<file path="config.mk">
export PLATFORM = sky130hd
export DESIGN_NAME = bb_pwm_capture_flat
export DESIGN_NICKNAME = d
export VERILOG_FILES = /design/src/rtl/bb_pwm_pkg.sv /design/src/rtl/bb_pwm_capture_if.sv /design/src/rtl/bb_pwm_sync_edge.sv /design/src/rtl/bb_pwm_capture.sv /design/src/flat_wrapper.sv
export SDC_FILE = /design/constraint.sdc
export NUM_CORES = 1
export LEC_CHECK = 0
export BUFFER_PORTS_ARGS = -buffer_cell sky130_fd_sc_hd__clkbuf_2
export CAP_MARGIN = 40
export CELL_PAD_IN_SITES_DETAIL_PLACEMENT = 1
export CELL_PAD_IN_SITES_GLOBAL_PLACEMENT = 1
export CORE_UTILIZATION = 41
export DETAILED_ROUTE_END_ITERATION = 12
export PLACE_DENSITY = 0.75
export SKIP_CTS_REPAIR_TIMING = 1
export SLEW_MARGIN = 20
export SYNTH_ARGS = -nofsm -noshare
export SYNTH_HDL_FRONTEND = slang
export SYNTH_SLANG_ARGS = --single-unit
</file>
<file path="constraint.sdc">
create_clock -name clk -period 4 [get_ports clk]
set_input_delay 0 -clock clk [delete_from_list [all_inputs] [get_ports clk]]
set_output_delay 0 -clock clk [all_outputs]
set_load 0.005 [all_outputs]
</file>
<file path="src/rtl/bb_pwm_pkg.sv">
// Shared definitions for the PWM capture path and its generator counterpart.
// Latency: n/a (types and constants only).
// Backpressure: n/a.
package bb_pwm_pkg;

    localparam int SPEED_W       = 16;
    localparam int MIN_SPEED_DEF = 256;
    localparam int MAX_SPEED_DEF = 65535;

    localparam int ST_WAIT_LOW  = 0;
    localparam int ST_WAIT_RISE = 1;
    localparam int ST_HIGH      = 2;
    localparam int ST_LOW       = 3;

    typedef logic [SPEED_W-1:0] speed_t;

    function automatic speed_t sat_inc(speed_t v);
        return (v == '1) ? v : v + 1'b1;
    endfunction

endpackage

</file>
<file path="src/rtl/bb_pwm_capture_if.sv">
// Pin input and measurement outputs of the PWM capture block.
// Latency: n/a (wiring only).
// Backpressure: none; speed_oe is a fire-and-forget strobe.
interface bb_pwm_capture_if;
    import bb_pwm_pkg::*;

    logic       pwm_in;
    speed_t     speed_out;
    logic       speed_oe;
    speed_t     period_out;
    logic       lost;
    logic [7:0] glitch_cnt;
    logic       busy;

    modport master (input pwm_in,
                    output speed_out, speed_oe, period_out, lost, glitch_cnt, busy);
    modport slave  (output pwm_in,
                    input speed_out, speed_oe, period_out, lost, glitch_cnt, busy);
endinterface

</file>
<file path="src/rtl/bb_pwm_sync_edge.sv">
// Two-flop synchronizer for the raw pin plus a delay flop for edge detection.
// Latency: level 2 cycles after the pin, rise/fall combinational from level.
// Backpressure: none.
module bb_pwm_sync_edge (
    input  logic clk,
    input  logic din,
    output logic level,
    output logic rise,
    output logic fall
);
    logic s1, s2, s3;

    // Left unreset on purpose: a short reset mid-pulse must still see the pin
    // high afterwards, so the interrupted pulse cannot pose as a new rise.
    always_ff @(posedge clk) begin
        s1 <= din;
        s2 <= s1;
        s3 <= s2;
    end

    assign level = s2;
    assign rise  = s2 & ~s3;
    assign fall  = ~s2 & s3;
endmodule

</file>
<file path="src/rtl/bb_pwm_capture.sv">
// Measures PWM high time/period in clk cycles; BB_PWM_CAPTURE_AVG_EN adds a 4-sample average.
// Latency: speed_oe 3 edges after the pin falls (4 with averaging).
// Backpressure: none; consumer must take speed_out on the speed_oe strobe.
module bb_pwm_capture
    import bb_pwm_pkg::*;
#(
    parameter int MIN_SPEED   = MIN_SPEED_DEF,
    parameter int MAX_SPEED   = MAX_SPEED_DEF,
    parameter int TIMEOUT     = 1000000,
    parameter int TO_WIDTH    = 20,
    parameter int STATE_WIDTH = 3
) (
    input  logic clk,
    input  logic rst,
    bb_pwm_capture_if.master cap
);
    localparam logic [STATE_WIDTH-1:0] WAIT_LOW  = STATE_WIDTH'(ST_WAIT_LOW);
    localparam logic [STATE_WIDTH-1:0] WAIT_RISE = STATE_WIDTH'(ST_WAIT_RISE);
    localparam logic [STATE_WIDTH-1:0] HIGH      = STATE_WIDTH'(ST_HIGH);
    localparam logic [STATE_WIDTH-1:0] LOW       = STATE_WIDTH'(ST_LOW);
    localparam logic [TO_WIDTH-1:0]    TO_MAX    = TO_WIDTH'(TIMEOUT);

    logic                   level, rise, fall;
    logic [STATE_WIDTH-1:0] state;
    speed_t                 width_cnt, per_cnt, period_q, speed_q;
    logic [TO_WIDTH-1:0]    to_cnt;
    logic                   lost_q, oe_q;
    logic [7:0]             glitch_q;
    logic                   timeout, in_range, accept;

    bb_pwm_sync_edge u_sync (
        .clk   (clk),
        .din   (cap.pwm_in),
        .level (level),
        .rise  (rise),
        .fall  (fall)
    );

    assign timeout  = (state != WAIT_LOW) && (to_cnt == TO_MAX);
    assign in_range = (32'(width_cnt) >= MIN_SPEED) && (32'(width_cnt) <= MAX_SPEED);
    assign accept   = (state == HIGH) && fall && !timeout && in_range;

    always_ff @(posedge clk) begin
        if (rst) begin
            state     <= WAIT_LOW;
            width_cnt <= '0;
            per_cnt   <= '0;
            to_cnt    <= '0;
            period_q  <= '0;
            lost_q    <= 1'b1;
            glitch_q  <= '0;
        end else begin
            per_cnt <= sat_inc(per_cnt);
            if (rise || fall)
                to_cnt <= '0;
            else if (to_cnt != TO_MAX)
                to_cnt <= to_cnt + 1'b1;

            // Timeout outranks any edge seen in the same cycle.
            if (timeout) begin
                lost_q <= 1'b1;
                state  <= WAIT_LOW;
                to_cnt <= '0;
            end else begin
                case (state)
                    WAIT_LOW: if (!level) state <= WAIT_RISE;
                    WAIT_RISE: if (rise) begin
                        width_cnt <= 16'd1;
                        per_cnt   <= 16'd1;
                        state     <= HIGH;
                    end
                    HIGH: begin
                        if (fall) begin
                            state <= LOW;
                            if (in_range)
                                lost_q <= 1'b0;
                            else if (glitch_q != 8'hFF)
                                glitch_q <= glitch_q + 8'd1;
                        end else begin
                            width_cnt <= sat_inc(width_cnt);
                        end
                    end
                    LOW: if (rise) begin
                        period_q  <= per_cnt;
                        per_cnt   <= 16'd1;
                        width_cnt <= 16'd1;
                        state     <= HIGH;
                    end
                    default: state <= WAIT_LOW;
                endcase
            end
        end
    end

`ifdef BB_PWM_CAPTURE_AVG_EN
    speed_t      win [4];
    logic [2:0]  fill;
    logic        avg_pend;
    logic [17:0] sum;

    assign sum = 18'(win[0]) + 18'(win[1]) + 18'(win[2]) + 18'(win[3]);

    // Window restarts whenever lost asserts, so a stale average never leaks out.
    always_ff @(posedge clk) begin
        if (rst) begin
            for (int i = 0; i < 4; i++) win[i] <= '0;
            fill     <= '0;
            avg_pend <= 1'b0;
            speed_q  <= 16'(MIN_SPEED);
            oe_q     <= 1'b0;
        end else begin
            oe_q <= 1'b0;
            if (timeout) begin
                for (int i = 0; i < 4; i++) win[i] <= '0;
                fill     <= '0;
                avg_pend <= 1'b0;
            end else begin
                avg_pend <= accept && (fill >= 3'd3);
                if (accept) begin
                    win[3] <= win[2];
                    win[2] <= win[1];
                    win[1] <= win[0];
                    win[0] <= width_cnt;
                    if (fill != 3'd4) fill <= fill + 3'd1;
                end
                if (avg_pend) begin
                    speed_q <= speed_t'(sum >> 2);
                    oe_q    <= 1'b1;
                end
            end
        end
    end
`else
    always_ff @(posedge clk) begin
        if (rst) begin
            speed_q <= 16'(MIN_SPEED);
            oe_q    <= 1'b0;
        end else begin
            oe_q <= accept;
            if (accept) speed_q <= width_cnt;
        end
    end
`endif

    assign cap.speed_out  = speed_q;
    assign cap.speed_oe   = oe_q;
    assign cap.period_out = period_q;
    assign cap.lost       = lost_q;
    assign cap.glitch_cnt = glitch_q;
    assign cap.busy       = (state == HIGH);
endmodule

</file>
<file path="src/flat_wrapper.sv">
// flat-port wrapper written by rule: the top's interface ports become plain ports
module bb_pwm_capture_flat import bb_pwm_pkg::*;
#(
    parameter int MIN_SPEED   = MIN_SPEED_DEF,
    parameter int MAX_SPEED   = MAX_SPEED_DEF,
    parameter int TIMEOUT     = 1000000,
    parameter int TO_WIDTH    = 20,
    parameter int STATE_WIDTH = 3
)
  (clk, rst, cap_pwm_in, cap_speed_out, cap_speed_oe, cap_period_out, cap_lost, cap_glitch_cnt, cap_busy);
  bb_pwm_capture_if cap_i ();
  input  logic clk;
  input  logic rst;
  input wire logic [$bits(cap_i.pwm_in)-1:0] cap_pwm_in;
  output wire logic [$bits(cap_i.speed_out)-1:0] cap_speed_out;
  output wire logic [$bits(cap_i.speed_oe)-1:0] cap_speed_oe;
  output wire logic [$bits(cap_i.period_out)-1:0] cap_period_out;
  output wire logic [$bits(cap_i.lost)-1:0] cap_lost;
  output wire logic [$bits(cap_i.glitch_cnt)-1:0] cap_glitch_cnt;
  output wire logic [$bits(cap_i.busy)-1:0] cap_busy;
  assign cap_i.pwm_in = cap_pwm_in;
  assign cap_speed_out = cap_i.speed_out;
  assign cap_speed_oe = cap_i.speed_oe;
  assign cap_period_out = cap_i.period_out;
  assign cap_lost = cap_i.lost;
  assign cap_glitch_cnt = cap_i.glitch_cnt;
  assign cap_busy = cap_i.busy;
  bb_pwm_capture #(.MIN_SPEED(MIN_SPEED), .MAX_SPEED(MAX_SPEED), .TIMEOUT(TIMEOUT), .TO_WIDTH(TO_WIDTH), .STATE_WIDTH(STATE_WIDTH)) u_core (.clk(clk), .rst(rst), .cap(cap_i));
endmodule
</file>
=== Yosys cells after proc, flatten, opt, wreduce, memory -nomap -nowiden ===
Index checks and enable logic that the tools add are counted.

* Register bits: 100
* Bits of input ports: 3
* Output and inout port bits: 43

* Add/sub/neg operators: 4
* Order comparisons: 1
* Eq/ne operators: 13
* Mux-type cells: 12
* Bitwise gates (word level): 6
* Reduce and logical (&&, ||, !) cells: 17

{| class="wikitable"
|+ Operators with widths
! kind !! number
|-
| $mux 16 || 7
|-
| $add 16x1->16 const B || 2
|-
| $eq 16x16->1 const B || 2
|-
| $pmux 16 s2 || 1
|-
| $add 20x1->20 const B || 1
|-
| $eq 20x20->1 const B || 1
|-
| $ne 20x20->1 const B || 1
|-
| $ge 16x9->1 const B || 1
|-
| $reduce_and 5->1 || 2
|-
| $mux 3 || 3
|-
| $pmux 3 s3 || 1
|-
| $reduce_and 3->1 || 3
|-
| $add 8x1->8 const B || 1
|-
| $ne 8x8->1 const B || 1
|-
| $eq 3x2->1 const B || 2
|-
| $ne 2x2->1 const B || 3
|-
| $logic_and 1x1->1 || 4
|-
| $ne 2x1->1 const B || 2
|-
| $not 1->1 || 4
|-
| $reduce_or 2->1 || 2
|-
| $eq 3x1->1 const B || 1
|-
| $logic_not 3->1 || 1
|-
| $reduce_bool 3->1 || 1
|-
| $reduce_or 3->1 || 1
|-
| 4 further kinds || 5
|}

=== Longest topological paths before layout ===
* Word-level depth: 5
* Depth in mapped cells: 9
* Depth with buffers taken out: 7

=== Cells and area by module ===
Synthesis repeated with hierarchy kept, for this count alone.

* Cells, all modules: 498
* Area total of the unflattened synthesis: 4366.7 um2

{| class="wikitable"
|+ By module, submodules not included
! module !! times used !! cells an instance !! area an instance (um2) !! seq. area each (um2)
|-
| bb_pwm_capture || 1 || 493 || 4291.6 || 1921.8
|-
| bb_pwm_sync_edge || 1 || 5 || 75.1 || 60.1
|}

=== Worst setup path before layout ===
Ideal clock, no wire load.

* Path kind: register -> register
* From: register u_core.to_cnt[0]
* To: register u_core.period_q[0], in the netlist u_core.cap.period_out[0]
* Setup time: 0.128 ns
* Arrival: 1.900 ns
* Required time: 3.872 ns
* Path slack: 1.973 ns
* Stages on the path, launching flop included: 9
* Path buffers: 1
* Clock period less this slack: 2.027 ns
* Path through: dfxtp_1 > inv_1 > ha_1 > nor4bb_1 > nand3_1 > o2111ai_2 > buf_4 > mux2i_1 > nor2_1

* Word-level cells in the longest chain between the ends: 4

{| class="wikitable"
|+ Ends and longest elaborated chain
! item !! RTL line !! text
|-
| start: declaration || bb_pwm_capture.sv:26 || <nowiki>logic [TO_WIDTH-1:0] to_cnt;</nowiki>
|-
| start signal: assignment || bb_pwm_capture.sv:57 || <nowiki>to_cnt <= to_cnt + 1'b1;</nowiki>
|-
| $eq 20x20->1 || bb_pwm_capture.sv:39 || <nowiki>assign timeout = (state != WAIT_LOW) && (to_cnt == TO_MAX);</nowiki>
|-
| $logic_and 1x1->1 || bb_pwm_capture.sv:39 ||
|-
| $not 1->1 (no source line) || n/a ||
|-
| $reduce_and 3->1 (no source line) || n/a ||
|-
| end signal: assignment || bb_pwm_capture.sv:84 || <nowiki>period_q <= per_cnt;</nowiki>
|-
| end: declaration || bb_pwm_capture.sv:25 || <nowiki>speed_t width_cnt, per_cnt, period_q, speed_q;</nowiki>
|}

Every way passes these cells.
A chain may end at the register's enable or synchronous reset.

=== Worst setup path after layout ===
* From: register u_core.to_cnt[0]
* To: register u_core.speed_q[9], in the netlist u_core.cap.speed_out[9]

* Word-level cells in the longest chain between the ends: 5

{| class="wikitable"
|+ Ends and longest elaborated chain
! item !! RTL line !! text
|-
| $eq 20x20->1 || bb_pwm_capture.sv:39 ||
|-
| $logic_and 1x1->1 || bb_pwm_capture.sv:39 ||
|-
| $logic_not 1->1 || bb_pwm_capture.sv:41 || <nowiki>assign accept = (state == HIGH) && fall && !timeout && in_range;</nowiki>
|-
| $logic_and 1x1->1 (2 in a row) || bb_pwm_capture.sv:41 ||
|-
| end signal: assignment || bb_pwm_capture.sv:136 || <nowiki>speed_q <= 16'(MIN_SPEED);</nowiki>
|-
| end signal: assignment || bb_pwm_capture.sv:140 || <nowiki>if (accept) speed_q <= width_cnt;</nowiki>
|-
| end: declaration || bb_pwm_capture.sv:25 ||
|}

Every way passes these cells.

==> impl_metrics.yaml <==
logic_synthesis:
  syn-num-nets: 514
  syn_area_per_cell_um2: 8.83
  yosys_warnings: 0
  ys_async_sr_fraction_pct: 0
  synth_cell_types: 52
  synthFlopType: "dfxtp_1"
  seq_area_frac_synth_pct: 44.6
  synth_edf_count: 0
  synthesis.area_mm2: 0.00444
  synth_seq_cells: 99
  synthCells: 503
setup_path:
  endpoint_kind: "flop"
  reg2reg_depth: 7
  crit_type: "reg -> reg"
  worst-path-max-fanout: 17
  critPathRequiredTime_ns: 4.25
  critPathLaunchType: "flop"
  arrival_ns: 2.74
  cp-startpoint: "u_core.to_cnt[0]$_SDFFE_PP0P_"
  r2r-start: "u_core.to_cnt[0]$_SDFFE_PP0P_"
global_routing:
  grt_pass1_vias: 3767
  grt_pass1_wl_um: 17600
  grt_usage_pct: 19.6
  grt-ovfl-total: 0
  grt_antenna_before_repair: 0
  grt_max_degree: 35
timing:
  fin_crit_ns: 2.49
  relSlewSlack_pct: 43.1
  tightest_slew_ns: 0.851
  fmax_ghz: 0.401
  whs_ns: 0.0355
  rsz0062_at_grt: "false"
  final.setup.tns_ns: 0
  clock_skew_ns: 0.00998
  finalSetupViolCount: 0
  hold_viol: 0
  slew_violations: 0
  post-route-period-util_pct: 62.3
placed_design:
  gp_congestion: 0.755
  dp_hpwl_um: 7380
  portBuffers: 45
drt:
  vias_per_cell: 5.46
  first_iter_violations: 115
  wirelength_um: 10500
  dr_total_vias: 3748
  drc: 0
  ant_nets: 0
  routedWlPerCell_um: 15.3
  drtPass1Iterations: 4
pwr:
  p_leak_nw: 1.85
  ir_worst_vdd_v: 0.000217
  power_density_mw_per_mm2: 347
clock_network:
  cts.path.max_buffers: 2
  cts-root-buf: "clkbuf_8"
  numCtsBuffers: 9
  cts_sinks: 99
  path_clk_slew_ns: 0.09
  h-tree-depth: 3
  clock_latency_ns: 0.39
  cts_tree: "built"
layout:
  syn_to_final_growth_pct: 12.8
  nets: 556
  final_cell_mix: "99 x dfxtp_1, 63 x nand2_1, 58 x nor2_1"
  seq_area_mm2: 0.00198
  drive_above_1_share_pct: 14.4
  antenna_cells: 0
  multi_input_area_mm2: 0.00231
  final_common_cell: "dfxtp_1"
  nFillCells: 1275
floorplan:
  fp.dieArea_mm2: 0.0113
  die_y_um: 106
  coreArea_mm2: 0.0104
  num_io_pins: 46
  initial_core_util_pct: 42.6
  rows: 37
  die_w_um: 106
flow_run:
  cap_viol_max_count: 0
run_status:
  status: "finished clean"
hold_path:
  hold_path_depth: 2
  min_from: "rst"
  hp-class: "in -> reg"
## final timing paths
check                                               to  slack (ns)
setup / recovery  u_core.cap.speed_out[9]$_SDFFE_PP0P_        1.51
hold / removal            u_core.per_cnt[0]$_SDFF_PP0_        0.04
setup reg to reg  u_core.cap.speed_out[9]$_SDFFE_PP0P_        1.51
hold reg to reg            u_core.u_sync.level$_DFF_P_        0.34
## metal layers
metal  routed length [um]  track usage [%]  up-vias
met5                    0                0        -
met4                  215             8.93        0
met3                  297             3.80       15
met2                 4830             32.4       58
met1                 5130             24.8     1814
li1                     -                -     1861
## registers in the layout (all words and copies together), names as in the netlist
register and cells:
u_core.u_sync.level 1, u_core.cap.speed_oe 1, u_core.u_sync.s1 1, u_core.width_cnt 16
u_core.per_cnt 16, u_core.to_cnt 20, u_core.cap.lost 1, u_core.cap.period_out 16
u_core.u_sync.s3 1, u_core.cap.glitch_cnt 8, u_core.state 2, u_core.cap.speed_out 16
## through the flow
| step | setup WS (ns) | instances | power (mW) | instance area (um2) | util, % |
|---|---|---|---|---|---|
| 3_3_place_gp | 1.61 | 668 | 1.09 | 4790 | 46.0 |
| 3_5_place_dp | 1.55 | 669 | 1.09 | 4800 | 46.1 |
| 2_1_floorplan | 1.97 | 503 | 1.07 | 4440 | - |
| 5_1_grt | 1.35 | 686 | 1.80 | 5010 | 48.1 |
| 6_report | 1.51 | 686 | 1.74 | 5010 | 48.1 |
| 4_1_cts | 1.56 | 685 | 1.76 | 5000 | 48.0 |
## final cells by class
cell class	count	area share [%]
flip-flops and latches	99	39.6
multi-input cells	366	46.2
inverters	16	1.20
clock inverters	5	1.20
repair buffers	53	5.67
clock buffers	11	2.82
well taps	136	3.40
## power breakdown
part,switching [mW],total (mW),internal (mW)
sequential,0.0102,1.00,0.993
clock,0.359,0.669,0.310
combinational,0.0449,0.0646,0.0197
## kinds of logic after synthesis
| family | count (synthesis) | share of synthesized area [%] |
|---|---|---|
| muxes | 39 | 8.90 |
| DFF | 99 | 44.6 |
| buffers and inverters | 38 | 3.61 |
| xor gates and xnor gates | 30 | 5.92 |
| and+or+nand+nor | 221 | 24.7 |
| AOI/OAI and AO/OA | 68 | 9.97 |
| adders and majority gates | 8 | 2.25 |
## cells in the mapped netlist, types with 4 or more instances
cell type	number	area share, %
a21oi_1	27	3.0
and3_1	5	0.70
and4_1	6	1.2
buf_2	4	0.45
clkbuf_1	15	1.3
dfxtp_1	99	45
ha_1	8	2.3
inv_1	15	1.3
mux2_2	4	1.0
mux2i_1	35	7.9
nand2_1	63	5.3
nand3_1	26	2.9
nand4_1	10	1.4
nor2_1	58	4.9
nor3_1	6	0.68
nor4_1	10	1.4
o211ai_1	4	0.68
o21ai_0	6	0.68
o31ai_1	13	2.2
or3_1	4	0.56
or4_1	14	2.4
xnor2_1	17	3.4
xor2_1	13	2.6
## critical path, stage by stage (launching register included)
cell	delay, ns
dfxtp_1	0.35
inv_1	0.09
ha_1	0.16
nor4bb_1	0.37
nand3_1	0.22
nor2_2	0.60
a21oi_4	0.35
mux2i_1	0.20
Note: power is estimated with default switching activity, not from simulation.
